===== config.mk =====
export PLATFORM = sky130hd
export DESIGN_NAME = pipe_hazard_ctrl
export DESIGN_NICKNAME = d
export VERILOG_FILES = /design/src/rtl/pipe_hazard_ctrl.sv
export SDC_FILE = /design/constraint.sdc
export NUM_CORES = 1
export LEC_CHECK = 0
export BUFFER_PORTS_ARGS = -buffer_cell sky130_fd_sc_hd__buf_2
export CAP_MARGIN = 20
export CORE_MARGIN = 2
export CORE_UTILIZATION = 45
export CTS_BUF_LIST = sky130_fd_sc_hd__clkbuf_16
export DETAILED_ROUTE_END_ITERATION = 10
export GPL_TIMING_DRIVEN = 0
export PLACE_DENSITY = 0.91
export SLEW_MARGIN = 20
export SYNTH_ARGS = -nofsm -noshare
export SYNTH_HDL_FRONTEND = slang
export SYNTH_SLANG_ARGS = --single-unit

===== constraint.sdc =====
create_clock -name i_clk -period 4.35 [get_ports i_clk]
set_input_delay 0.435 -clock i_clk [delete_from_list [all_inputs] [get_ports i_clk]]
set_output_delay 0.435 -clock i_clk [all_outputs]
set_load 0.02 [all_outputs]

===== src/rtl/pipe_hazard_ctrl.sv =====
// Hazard/sequencing control for a 5-stage pipeline: purely combinational outputs, zero latency; LSU waits freeze F..M.
// HAZARD_PERF_CNT_EN adds stall/flush performance counters; without it the counter outputs are tied to zero.
module pipe_hazard_ctrl #(
  parameter logic [1:0] WB_SEL_LD   = 2'b01,
  parameter int         MEM_TIMEOUT = 255,
  parameter int         CNT_W       = 32
) (
  input  logic             i_clk,
  input  logic             i_rst,
  input  logic [4:0]       rs1_addr_D,
  input  logic [4:0]       rs2_addr_D,
  input  logic [4:0]       rs1_addr_E,
  input  logic [4:0]       rs2_addr_E,
  input  logic [4:0]       rd_addr_E,
  input  logic             rd_wren_E,
  input  logic [1:0]       wb_sel_E,
  input  logic [4:0]       rd_addr_M,
  input  logic             rd_wren_M,
  input  logic [4:0]       rd_addr_W,
  input  logic             rd_wren_W,
  input  logic             mispred_E,
  input  logic             mem_access_M,
  input  logic             mem_ready_M,
  output logic             stall_F,
  output logic             stall_D,
  output logic             stall_E,
  output logic             stall_M,
  output logic             flush_D,
  output logic             flush_E,
  output logic             flush_W,
  output logic [1:0]       fwd_a_E,
  output logic [1:0]       fwd_b_E,
  output logic             mem_err,
  output logic [CNT_W-1:0] stall_cnt,
  output logic [CNT_W-1:0] flush_cnt
);

  localparam logic [0:0]  ST_RUN      = 1'b0;
  localparam logic [0:0]  ST_MEM_WAIT = 1'b1;
  localparam logic [15:0] LP_TIMEOUT  = MEM_TIMEOUT[15:0];

  logic [0:0]  r_fsm;
  logic [15:0] r_wait_cnt;

  logic w_run;
  logic w_timeout;
  logic w_memwait;
  logic w_abort;
  logic w_loaduse;
  logic w_mis_flush;
  logic w_lu_stall;

  function automatic logic [1:0] fwd_sel(input logic [4:0] rs,
                                         input logic       wren_m, input logic [4:0] rd_m,
                                         input logic       wren_w, input logic [4:0] rd_w);
    logic [1:0] sel;
    sel = 2'b00;
    if (wren_m && (rd_m != 5'd0) && (rd_m == rs))
      sel = 2'b10;
    else if (wren_w && (rd_w != 5'd0) && (rd_w == rs))
      sel = 2'b01;
    return sel;
  endfunction

  assign w_run     = ~i_rst;
  assign w_timeout = (r_fsm == ST_MEM_WAIT) && (r_wait_cnt == LP_TIMEOUT);
  assign w_memwait = w_run & mem_access_M & ~mem_ready_M & ~w_timeout;
  // The abort cycle releases the freeze but still squashes the dead access in W.
  assign w_abort   = w_run & w_timeout & mem_access_M & ~mem_ready_M;

  assign w_loaduse = w_run & rd_wren_E & (wb_sel_E == WB_SEL_LD) & (rd_addr_E != 5'd0) &
                     ((rd_addr_E == rs1_addr_D) | (rd_addr_E == rs2_addr_D));

  assign w_mis_flush = w_run & ~w_memwait & mispred_E;
  assign w_lu_stall  = ~w_memwait & ~mispred_E & w_loaduse;

  assign stall_F = w_memwait | w_lu_stall;
  assign stall_D = w_memwait | w_lu_stall;
  assign stall_E = w_memwait;
  assign stall_M = w_memwait;
  assign flush_D = w_mis_flush;
  assign flush_E = w_mis_flush | w_lu_stall;
  assign flush_W = w_memwait | w_abort;
  assign mem_err = w_abort;

  assign fwd_a_E = w_run ? fwd_sel(rs1_addr_E, rd_wren_M, rd_addr_M, rd_wren_W, rd_addr_W) : 2'b00;
  assign fwd_b_E = w_run ? fwd_sel(rs2_addr_E, rd_wren_M, rd_addr_M, rd_wren_W, rd_addr_W) : 2'b00;

  always_ff @(posedge i_clk) begin
    if (i_rst) begin
      r_fsm      <= ST_RUN;
      r_wait_cnt <= 16'd0;
    end else begin
      case (r_fsm)
        ST_RUN: begin
          if (w_memwait) begin
            r_fsm      <= ST_MEM_WAIT;
            r_wait_cnt <= 16'd1;
          end else begin
            r_fsm      <= ST_RUN;
            r_wait_cnt <= 16'd0;
          end
        end
        default: begin
          // Ready, timeout or a dropped access all end the wait.
          if (!mem_access_M || mem_ready_M || w_timeout) begin
            r_fsm      <= ST_RUN;
            r_wait_cnt <= 16'd0;
          end else begin
            r_fsm      <= ST_MEM_WAIT;
            r_wait_cnt <= r_wait_cnt + 16'd1;
          end
        end
      endcase
    end
  end

`ifdef HAZARD_PERF_CNT_EN
  logic [CNT_W-1:0] r_stall_cnt;
  logic [CNT_W-1:0] r_flush_cnt;
  logic             w_any_stall;

  assign w_any_stall = stall_F | stall_D | stall_E | stall_M;

  always_ff @(posedge i_clk) begin
    if (i_rst) begin
      r_stall_cnt <= '0;
      r_flush_cnt <= '0;
    end else begin
      if (w_any_stall)
        r_stall_cnt <= r_stall_cnt + CNT_W'(1);
      if (w_mis_flush)
        r_flush_cnt <= r_flush_cnt + CNT_W'(1);
    end
  end

  assign stall_cnt = w_run ? r_stall_cnt : '0;
  assign flush_cnt = w_run ? r_flush_cnt : '0;
`else
  assign stall_cnt = '0;
  assign flush_cnt = '0;
`endif

endmodule


==> parameters.txt, run 1 <==
Parameter                              Value

Synth
  Flip-flop and latch count after synthesis ... 17
  Sequential element share of the synthesized area ... 0.193
  Mean instance size in the synthesized netlist ... 8.09 um2
  Fraction of post-synthesis cell area in the top cell type by area ... 0.281
  Cell area after synthesis ... 0.00176 mm2
  Total of warnings raised by yosys ... 0
  Synth unique cells ... 40
  Post-Synthesis Cells ... 218
  Biggest area contributors in the synthesized netlist ... buf_4, dfxtp_1, xor2_1
  Most area-hungry cell type in the Yosys netlist ... buf_4

Placed design
  Placer's final routability congestion estimate ... 0.849
  IO buf count ... 56
  Post-detail-place hpwl ... 3360 um

Setup path
  Critical setup path kind ... reg2out
  CP Data Required Time ... 3.91 ns
  Maximum fanout along the worst path ... 5
  Worst Setup End Kind ... primary output
  Critical Path Source ... r_wait_cnt[8]
  Slowest Stage Delay on Critical Path ... 0.56 ns
  Slowest cell on the critical path ... or4_1
  Buf+Inv Stages, Crit Path ... 2
  Launching point of the worst reg2reg path ... r_wait_cnt[8]
  List of cells traversed by the critical path ... or4_1 -> or4_4 -> o21ai_2 -> o21ai_0 -> buf_4 -> buf_2
  Critical Path Source Type ... register
  Critical Path AT ... 2.25 ns
  Dominant delay contributor by cell family on the critical path ... simple AND/OR/NAND/NOR gates

Clock network
  Resized Gates After CTS ... 0
  H-tree levels ... 1
  Clock tree buffer depth ... 2
  # hold bufs at CTS ... 0
  Clock buffers created by TritonCTS ... 3
  Library cell used as clock root buffer ... clkbuf_16
  CTS tree ... done
  Later-pin clock latency in the skew report ... 0.25 ns
  Post CTS Setup Buffer Count ... 0
  Post-CTS clock slew at the launch and capture registers of the worst setup and hold paths ... 0.05 ns
  Total clock sinks ... 17

Floorplan
  Initial Util ... 0.474
  Die height ... 66.6 um
  Number of ports placed on the die boundary ... 121
  Floorplan die area ... 0.00443 mm2
  Horizontal die dimension ... 66.6 um
  Core area ... 0.00372 mm2
  Number of cell rows ... 22

Worst hold path
  Hold WC Path Type ... reg2reg
  Critical hold path startpoint ... r_wait_cnt[0]

GRT
  Wire length of the first global-routing pass ... 5950 um
  Number of antenna violations at the first check in global routing ... 0
  Overall fraction of global-route tracks in use ... 0.172
  Via count of the first global-routing pass ... 1453
  Maximum number of pins on one net before global-route repair ... 11
  Residual overflow from global routing ... 0

Drt
  Count of nets left with antenna violations after detail routing ... 0
  Remaining design rule violation count ... 0
  Via density ... 4.30
  First-pass detailed-route iteration total ... 4
  Total via count in the routed design ... 1672
  Initial drt markers ... 63
  Routed wire per std cell ... 9.93 um
  Aggregate routed wire length ... 3860 um

STA
  Maximum operating frequency ... 372 MHz
  # setup viols final ... 0
  RSZ-0062 raised after global routing ... false
  Shortest period the worst path allows ... 2.69 ns
  Final max-slew violation count ... 0
  Post-route clock period utilization ... 0.618
  Slew at the pin with the worst max-slew slack ... 0.543 ns
  Fin. Hold Viols ... 0
  Skew final ... 0.000582 ns
  Setup_tns ... 0 ns
  Worst slew margin ... 0.638

Layout
  Most common library cell in the layout ignoring fill and taps ... buf_4
  Synthesis-to-layout area growth ... 37.2%
  Inserted Diodes ... 0
  Total Nets Final ... 388
  Layout cells sized above 1 ... 0.393
  Commonest cells after routing, fill and taps aside ... buf_4, conb_1, buf_2, xor2_1, xnor2_1

Power
  Largest vdd supply drop ... 0.000124 V
  Static leakage power ... 1.26 nW
  Overall power ... 508 uW
  Areal power density over the cells ... 210 mW/mm2

Flow run
  Reported max-cap violation count ... 0

Status
  Result of the run ... finished clean
==> where the power goes <==
part	leakage, nW	total, mW	internal [mW]	switching [mW]
sequential	0.137	0.157	0.157	0.000674
clock	0.0423	0.180	0.122	0.0578
combinational	1.08	0.170	0.0755	0.0949
total	1.26	0.508	0.354	0.153
==> flip-flops by register name (all words and copies together), names as in the netlist <==
name        flops
r_wait_cnt     16
r_fsm           1
==> kinds of logic after synthesis <==
| kind of cell | share of synthesized area |
|---|---|
| buffers and inverters | 0.298 |
| AND/OR/NAND/NOR | 0.237 |
| XOR/XNOR | 0.209 |
| flip-flops | 0.193 |
| AO/OA/AOI/OAI | 0.0539 |
| adder cells (fa/ha/maj) | 0.00710 |
| other | 0.00213 |
==> stage by stage <==
step	hold slack [ns]	instance area (um2)	utilization	setup WS, ns	cells
finish	0.470	2420	0.651	1.66	389
global route	0.500	2420	0.651	1.58	389
CTS	0.473	2420	0.651	1.65	389
detailed placement	0.460	2340	0.630	1.82	385
global placement	0.449	2340	0.630	1.86	385
floorplan	0.437	2000	-	1.84	281
==> cell usage after synthesis (all sizes together) <==
master,number
xnor2,18
nor3b,1
nor2b,2
a221o,1
nand2,9
o21ai,5
nand4,3
o31ai,1
and2,1
nor3,4
and3,3
conb,1
o211ai,2
inv,5
nor4,7
or2b,1
or3,3
nand4bb,1
a21oi,3
a22oi,1
buf,67
and4,1
or4b,1
dfxtp,17
nand3,5
nand2b,1
or4,8
ha,1
a31oi,1
nor4b,3
nor2,17
xor2,24
==> final timing paths <==
kind                    end  slack [ns]  depth (start not counted)
max                 stall_F        1.66                          6
min           r_wait_cnt[0]        0.47                          1
max reg2reg  r_wait_cnt[11]        2.36                          5
min reg2reg   r_wait_cnt[0]        0.47                          1
==> routing by layer <==
metal	track usage	share of wire	up-vias
met1	0.188	0.37	729
met2	0.319	0.52	79
met4	0.0587	0.018	0
li1	-	-	856
met5	0	0	-
met3	0.0456	0.091	8
==> cell type report <==
class | count | area [um2]
Clock buffer | 3 | 75.1
Sequential cell | 17 | 340
Fill cell | 330 | 1300
Multi-Input combinational cell | 192 | 1130
Timing Repair Buffer | 56 | 280
Tap cell | 48 | 60.1
Inverter | 5 | 18.8
Buffer | 67 | 507
Clock inverter | 1 | 3.75
No activity file was read; power rests on OpenSTA's default activity.
==> run 2, diff against run 1 <==
--- a/config.mk
+++ b/config.mk
@@ -5,14 +5,15 @@
 export SDC_FILE = /design/constraint.sdc
 export NUM_CORES = 1
 export LEC_CHECK = 0
+export ABC_AREA = 1
 export BUFFER_PORTS_ARGS = -buffer_cell sky130_fd_sc_hd__buf_2
 export CAP_MARGIN = 20
 export CORE_MARGIN = 2
-export CORE_UTILIZATION = 45
+export CORE_UTILIZATION = 43
 export CTS_BUF_LIST = sky130_fd_sc_hd__clkbuf_16
 export DETAILED_ROUTE_END_ITERATION = 10
 export GPL_TIMING_DRIVEN = 0
-export PLACE_DENSITY = 0.91
+export PLACE_DENSITY = 0.86
 export SLEW_MARGIN = 20
 export SYNTH_ARGS = -nofsm -noshare
 export SYNTH_HDL_FRONTEND = slang
==> constraint.sdc (replaced) <==
create_clock -name i_clk -period 2.7 [get_ports i_clk]
set_input_delay 0.27 -clock i_clk [delete_from_list [all_inputs] [get_ports i_clk]]
set_output_delay 0.27 -clock i_clk [all_outputs]
set_load 0.02 [all_outputs]
==> run 2 against run 1 <==
Against the previous run:
- final area increased by 5.9%
- critical path depth increased by 4
- combinational power increased by 68%
- first-iteration DRC count increased by 7.9%
- area after synthesis increased by 7.8%
- critical endpoint unchanged
- hold slack got worse by 0.0060 ns
- largest cell class unchanged
- register-to-register slack got worse by 1.2 ns
- via count increased by 15%
- core utilization decreased by 5.4 points
- sequential share of layout area decreased by 0.78 points
- die area increased by 12%
- worst setup slack got worse by 1.1 ns
==> parameters.txt, run 2 <==
Parameter                              Value

Status
  Result of the run ... finished clean (unchanged)

Power
  Largest vdd supply drop ... 0.000166 V (was 0.000124 V)
  Share of power burned in registers ... 0.305 (was 0.310)
  Static leakage power ... 1.50 nW (was 1.26 nW)
  Part of the total power dissipated in combinational logic ... 0.343 (was 0.336)
  Areal power density over the cells ... 325 mW/mm2 (was 210 mW/mm2)
  Overall power ... 833 uW (was 508 uW)
  Switching Share ... 0.311 (was 0.302)
  Internal power contribution ... 574 uW (was 354 uW)
  Part of the power in the clock network ... 0.352 (was 0.354)
  Switching Power ... 259 uW (was 153 uW)

Layout
  Registers with the most flip-flops ... r_wait_cnt x16, r_fsm x1 (unchanged)
  Register with the highest flop count ... r_wait_cnt (unchanged)
  Final Non-Filler Cells ... 468 (was 389)
  Synthesis-to-layout area growth ... 34.8% (was 37.2%)
  Inserted Diodes ... 0 (unchanged)
  Layout cells sized above 1 ... 0.334 (was 0.393)
  Most common library cell in the layout ignoring fill and taps ... buf_4 (unchanged)
  Commonest cells after routing, fill and taps aside ... buf_4, conb_1, buf_2, nand2_1, nor2_1 (was buf_4, conb_1, buf_2, xor2_1, xnor2_1)
  Max reg flops ... 16 (unchanged)
  Total Nets Final ... 463 (was 388)

Placed design
  IO buf count ... 56 (unchanged)
  Placer's final routability congestion estimate ... 0.841 (was 0.849)
  Cell total after placement ... 464 (was 385)
  Post-detail-place hpwl ... 3510 um (was 3360 um)
  Post-placement worst setup slack ... 0.847 ns (was 1.82 ns)

GRT
  Overall fraction of global-route tracks in use ... 0.160 (was 0.172)
  Number of antenna violations at the first check in global routing ... 0 (unchanged)
  Residual overflow from global routing ... 0 (unchanged)
  Maximum number of pins on one net before global-route repair ... 11 (unchanged)
  Wire length of the first global-routing pass ... 6580 um (was 5950 um)
  Via count of the first global-routing pass ... 1635 (was 1453)

Drt
  Initial drt markers ... 68 (was 63)
  Count of nets left with antenna violations after detail routing ... 0 (unchanged)
  Total via count in the routed design ... 1915 (was 1672)
  Aggregate routed wire length ... 3980 um (was 3860 um)
  First-pass detailed-route iteration total ... 4 (unchanged)
  Routed wire per std cell ... 8.49 um (was 9.93 um)
  Remaining design rule violation count ... 0 (unchanged)
  Via density ... 4.09 (was 4.30)

Worst hold path
  Hold WC Path Type ... reg2reg (unchanged)

Setup path
  Critical Path AT ... 1.83 ns (was 2.25 ns)
  Worst Setup End Kind ... primary output (unchanged)
  Maximum fanout along the worst path ... 6 (was 5)
  CP Data Required Time ... 2.43 ns (was 3.91 ns)
  Critical setup path kind ... reg2out (unchanged)
  Critical Path Source Type ... register (unchanged)

Flow run
  Reported max-cap violation count ... 0 (unchanged)

STA
  Skew final ... 0.00252 ns (was 0.000582 ns)
  Setup_tns ... 0 ns (unchanged)
  Fin. Hold Viols ... 0 (unchanged)
  Final max-slew violation count ... 0 (unchanged)
  RSZ-0062 raised after global routing ... false (unchanged)
  # setup viols final ... 0 (unchanged)
  Shortest period the worst path allows ... 2.10 ns
  Maximum operating frequency ... 477 MHz
  Post-route clock period utilization ... 0.776
  Min setup slack post-route ... 0.605 ns (was 1.66 ns)

Synth
  Most area-hungry cell type in the Yosys netlist ... buf_4 (unchanged)
  Flip-flop and latch count after synthesis ... 17 (unchanged)
  Number of synthesized flops with an enable pin ... 0 (unchanged)
  Sequential element share of the synthesized area ... 0.179 (was 0.193)
  Total of warnings raised by yosys ... 0 (unchanged)
  Post-Synthesis Cells ... 293 (was 218)
  Ys flop type ... dfxtp_1 (unchanged)
  Top post-synthesis cells by count ... buf_4, nand2_1, nor2_1 (was buf_4, xor2_1, xnor2_1)
  Share of flip-flops with an asynchronous set or reset after synthesis ... 0 (unchanged)
  Synth unique cells ... 26 (was 40)
  Mean instance size in the synthesized netlist ... 6.49 um2 (was 8.09 um2)
  Cell area after synthesis ... 0.00190 mm2 (was 0.00176 mm2)
  Fraction of post-synthesis cell area in the top cell type by area ... 0.261 (was 0.281)
  Biggest area contributors in the synthesized netlist ... buf_4, dfxtp_1, nand2_1 (was buf_4, dfxtp_1, xor2_1)
  Dominant cell by count in the synthesized netlist ... buf_4 (unchanged)

Clock network
  Library cell used as clock root buffer ... clkbuf_16 (unchanged)
  CTS tree ... done (unchanged)
  Clock tree buffer depth ... 2 (unchanged)
  Post CTS Setup Buffer Count ... 0 (unchanged)
  Clock buffers created by TritonCTS ... 3 (unchanged)
  Post-CTS clock slew at the launch and capture registers of the worst setup and hold paths ... 0.05 ns (about the same)
  Later-pin clock latency in the skew report ... 0.25 ns (about the same)
  H-tree levels ... 1 (unchanged)
  # hold bufs at CTS ... 0 (unchanged)
  Total clock sinks ... 17 (unchanged)
  Resized Gates After CTS ... 0 (unchanged)

Floorplan
  Horizontal die dimension ... 70.5 um (was 66.6 um)
  Initial Util ... 0.443 (was 0.474)
  Core area ... 0.00429 mm2 (was 0.00372 mm2)
  Floorplan die area ... 0.00497 mm2 (was 0.00443 mm2)
  Number of ports placed on the die boundary ... 121 (unchanged)
  Number of cell rows ... 24 (was 22)
  Die height ... 70.5 um (was 66.6 um)
run 2: power by group through the flow:
stage               sequential (mW)  combinational (mW)  clock [mW]
finish                        0.254               0.286       0.294
global route                  0.254               0.309       0.312
CTS                           0.254               0.282       0.299
detailed placement            0.259               0.282           0
global placement              0.259               0.279           0
floorplan                     0.259               0.221           0
run 2: worst paths after layout:
check | start | to | slack [ns] | depth (start not counted)
max | r_wait_cnt[0] | stall_F | 0.60 | 10
min | r_wait_cnt[15] | r_wait_cnt[15] | 0.46 | 2
max reg2reg | r_wait_cnt[0] | r_wait_cnt[3] | 1.19 | 9
min reg2reg | r_wait_cnt[15] | r_wait_cnt[15] | 0.46 | 2
run 2: cell families (layout without fill, tap and decap cells):
group	after synthesis	after routing	share of synthesized area
AND/OR/NAND/NOR	137	137	0.331
buffers and inverters	102	162	0.336
XOR/XNOR	25	25	0.115
flip-flops	17	17	0.179
AO/OA/AOI/OAI	10	10	0.0303
adder cells (fa/ha/maj)	1	1	0.00658
other	1	64	0.00197
run 2: area by class of cell:
cell class                      count  area, um2
Fill cell                         390       1730
Multi-Input combinational cell    237       1160
Buffer                             67        507
Sequential cell                    17        340
Timing Repair Buffer               56        280
Inverter                           35        131
Clock buffer                        3       75.1
Tap cell                           52       65.1
Clock inverter                      1       3.75
run 2: worst max-delay path, cell delays in order, from the launching register on:
cell and delay, ns:
dfxtp_1 0.35, ha_1 0.18, nand2_1 0.09, nor2_2 0.10
nand2_2 0.11, nor2_8 0.15, nand2_4 0.08, nand2_2 0.14
nand2_1 0.09, buf_4 0.13, buf_2 0.15
run 2: through the flow:
stage          hold slack (ns)  utilization  area (um2)
2_1_floorplan            0.435            -        2140
3_3_place_gp             0.446        0.578        2480
3_5_place_dp             0.456        0.578        2480
4_1_cts                  0.465        0.596        2560
5_1_grt                  0.481        0.596        2560
6_report                 0.464        0.596        2560
run 2: metal layers:
metal	GRT usage	vias to the layer above	part of all wire
met4	0.0470	0	0.010
met3	0.0375	6	0.064
li1	-	1025	-
met2	0.300	68	0.55
met1	0.176	816	0.38
met5	0	-	0
==> run 3, diff against run 2 <==
--- a/config.mk
+++ b/config.mk
@@ -5,11 +5,11 @@
 export SDC_FILE = /design/constraint.sdc
 export NUM_CORES = 1
 export LEC_CHECK = 0
-export ABC_AREA = 1
+export ABC_AREA = 0
 export BUFFER_PORTS_ARGS = -buffer_cell sky130_fd_sc_hd__buf_2
 export CAP_MARGIN = 20
 export CORE_MARGIN = 2
-export CORE_UTILIZATION = 43
+export CORE_UTILIZATION = 42
 export CTS_BUF_LIST = sky130_fd_sc_hd__clkbuf_16
 export DETAILED_ROUTE_END_ITERATION = 10
 export GPL_TIMING_DRIVEN = 0
==> constraint.sdc (replaced) <==
create_clock -name i_clk -period 2.05 [get_ports i_clk]
set_input_delay 0.205 -clock i_clk [delete_from_list [all_inputs] [get_ports i_clk]]
set_output_delay 0.205 -clock i_clk [all_outputs]
set_load 0.02 [all_outputs]
==> run 3 against run 2 <==
Against the previous run:
- the flow now finishes with violations (negative setup slack)
- flip-flop and latch count unchanged
- critical path type unchanged
- die area down 4.8%
- critical path depth down 5
- hold slack worse by 0.075 ns
- sequential share of layout area up 0.30 points
==> parameters.txt, run 3 (synthesis gave the netlist of run 1 again) <==
Parameter                              Value

Clock network
  H-tree levels ... 1 (unchanged)
  CTS tree ... done (unchanged)
  Post-CTS clock slew at the launch and capture registers of the worst setup and hold paths ... 0.05 ns (about the same)
  Total clock sinks ... 17 (unchanged)
  Later-pin clock latency in the skew report ... 0.24 ns (was 0.25 ns)
  Clock buffers created by TritonCTS ... 3 (unchanged)
  Clock tree buffer depth ... 2 (unchanged)
  Library cell used as clock root buffer ... clkbuf_16 (unchanged)
  # hold bufs at CTS ... 0 (unchanged)

STA
  Slew at the pin with the worst max-slew slack ... 0.630 ns
  Setup_tns ... -2.00 ns (was 0 ns)
  Hold WS ... 0.389 ns (was 0.464 ns)
  Maximum operating frequency ... 424 MHz
  Post-route clock period utilization ... 1.15
  Final max-slew violation count ... 0 (unchanged)
  Skew final ... 0.00125 ns (was 0.00252 ns)
  Min setup slack post-route ... -0.307 ns (was 0.605 ns)
  Worst slew margin ... 0.579
  # setup viols final ... 17 (was 0)
  Shortest period the worst path allows ... 2.36 ns
  RSZ-0062 raised after global routing ... true (was false)
  Fin. Hold Viols ... 0 (unchanged)

Layout
  Synthesis-to-layout area growth ... 43.2% (was 34.8%)
  Max reg flops ... 16 (unchanged)
  Filler cells ... 347 (was 390)
  Total Nets Final ... 391 (was 463)
  Register with the highest flop count ... r_wait_cnt (unchanged)
  Inserted Diodes ... 0 (unchanged)
  Final Non-Filler Cells ... 394 (was 468)
  Most common library cell in the layout ignoring fill and taps ... buf_4 (unchanged)
  Registers with the most flip-flops ... r_wait_cnt x16, r_fsm x1 (unchanged)
  Layout cells sized above 1 ... 0.419 (was 0.334)
  Commonest cells after routing, fill and taps aside ... buf_4, conb_1, buf_2, xor2_1, xnor2_1 (was buf_4, conb_1, buf_2, nand2_1, nor2_1)

Floorplan
  Horizontal die dimension ... 68.8 um (was 70.5 um)
  Core area ... 0.00403 mm2 (was 0.00429 mm2)
  Floorplan die area ... 0.00473 mm2 (was 0.00497 mm2)
  Number of ports placed on the die boundary ... 121 (unchanged)
  Initial Util ... 0.438 (was 0.443)
  Number of cell rows ... 23 (was 24)
  Die height ... 68.8 um (was 70.5 um)

Setup path
  R2r worst-path depth ... 6 (was 9)
  Critical Path Source Type ... register (unchanged)
  Worst Setup End Kind ... primary output (unchanged)
  Critical path destination ... mem_err (was stall_F)
  Critical register-to-register path endpoint ... r_wait_cnt[9] (was r_wait_cnt[3])
  Critical Path Source ... r_wait_cnt[8] (was r_wait_cnt[0])
  Critical Path AT ... 2.15 ns (was 1.83 ns)
  Launching point of the worst reg2reg path ... r_wait_cnt[8] (was r_wait_cnt[0])
  Slowest cell on the critical path ... or4_4 (was dfxtp_1)
  Worst-case register-to-register setup slack ... -0.04 ns (was 1.19 ns)
  CP Data Required Time ... 1.85 ns (was 2.43 ns)
  Maximum fanout along the worst path ... 2 (was 6)
  Critical setup path kind ... reg2out (unchanged)
  List of cells traversed by the critical path ... or4_4 -> nor2_4 -> or4b_4 -> nor4b_4 -> buf_4 (was ha_1 -> nand2_1 -> nor2_2 -> nand2_2 -> nor2_8 -> nand2_4 -> nand2_2 -> nand2_1 -> buf_4 -> buf_2)
  Slowest Stage Delay on Critical Path ... 0.56 ns (was 0.35 ns)

Status
  Violations in the final reports ... negative setup slack
  Result of the run ... finished with violations (was finished clean)

Power
  Static leakage power ... 1.29 nW (was 1.50 nW)
  Areal power density over the cells ... 428 mW/mm2 (was 325 mW/mm2)
  Largest vdd supply drop ... 0.000397 V (was 0.000166 V)

Drt
  Routed wire per std cell ... 9.47 um (was 8.49 um)
  Count of nets left with antenna violations after detail routing ... 0 (unchanged)
  Initial drt markers ... 24 (was 68)
  Via density ... 4.13 (was 4.09)
  First-pass detailed-route iteration total ... 4 (unchanged)
  Remaining design rule violation count ... 0 (unchanged)
  Aggregate routed wire length ... 3730 um (was 3980 um)
  Total via count in the routed design ... 1627 (was 1915)

GRT
  Via count of the first global-routing pass ... 1356 (was 1635)
  Maximum number of pins on one net before global-route repair ... 11 (unchanged)
  Number of antenna violations at the first check in global routing ... 0 (unchanged)
  Residual overflow from global routing ... 0 (unchanged)
  Overall fraction of global-route tracks in use ... 0.152 (was 0.160)
  Wire length of the first global-routing pass ... 5530 um (was 6580 um)

Placed design
  IO buf count ... 56 (unchanged)
  Post-placement worst setup slack ... -0.129 ns (was 0.847 ns)
  Placer's final routability congestion estimate ... 0.829 (was 0.841)
  Cell total after placement ... 387 (was 464)
  Post-detail-place hpwl ... 3190 um (was 3510 um)

Worst hold path
  Hold WC Path Type ... in2reg (was reg2reg)

Flow run
  Reported max-cap violation count ... 0 (unchanged)
==> run 3: cell types whose count changed in the layout (fill, tap and decap cells not counted), sizes merged, moves of 4 or more <==
cell,delta
inv,-30
nor4,+5
a21oi,-6
nor3,-5
nor2,-23
nand3,-18
or4,+8
xor2,+18
nand2,-46
o21ai,+4
==> run 3: where the power goes <==
part	leakage [nW]	switching (mW)	internal (mW)
sequential	0.138	0.00151	0.333
combinational	1.11	0.204	0.168
clock	0.0423	0.117	0.258
total	1.29	0.322	0.759
==> run 3: worst min-delay path by stage <==
stage / startpoint / end / slack, ns / cells past startpoint
after floorplan: r_wait_cnt[0] / r_wait_cnt[0] / 0.44 / 1
after detailed placement: r_wait_cnt[0] / r_wait_cnt[0] / 0.47 / 1
after global placement: r_wait_cnt[0] / r_wait_cnt[0] / 0.45 / 1
final: mem_ready_M / r_fsm / 0.39 / 4
after global routing: mem_ready_M / r_fsm / 0.41 / 4
after CTS: mem_ready_M / r_fsm / 0.39 / 4
==> run 3: area by class of cell <==
cell class	count	area, um2	area share
Multi-Input combinational cell	192	1170	0.464
Tap cell	50	62.6	0.0248
Clock buffer	3	75.1	0.0297
Buffer	67	510	0.202
Clock inverter	1	3.75	0.00149
Sequential cell	17	343	0.136
Timing Repair Buffer	59	339	0.134
Inverter	5	18.8	0.00744
==> run 3: repair_timing <==
action,4_1_cts,5_1_grt
hold endpoints to repair,0,0
buffers inserted,2,1
gates resized for setup,22,1
pin swaps,1,0
gates cloned,0,0
setup endpoints to repair,8,17
==> run 3: per-stage QoR <==
stage	total power, mW	utilization	instance area [um2]
5_1_grt	1.14	0.626	2520
4_1_cts	1.08	0.623	2510
2_1_floorplan	0.616	-	2010
3_5_place_dp	0.697	0.584	2350
6_report	1.08	0.626	2520
3_3_place_gp	0.691	0.584	2350
==> run 3: layer usage <==
metal	routed length (um)	part of all wire	vias to the layer above	track usage
li1	-	-	863	-
met1	1430	0.38	685	0.168
met2	1930	0.52	77	0.276
met3	348	0.093	2	0.0536
met4	20	0.0054	0	0.0368
met5	0	0	-	0
==> run 3: critical path, delay by kind of cell, from the launching register on <==
family	cells	cell delay, ns
buf+inv	1	0.17
flops	1	0.32
simple gates	4	1.41
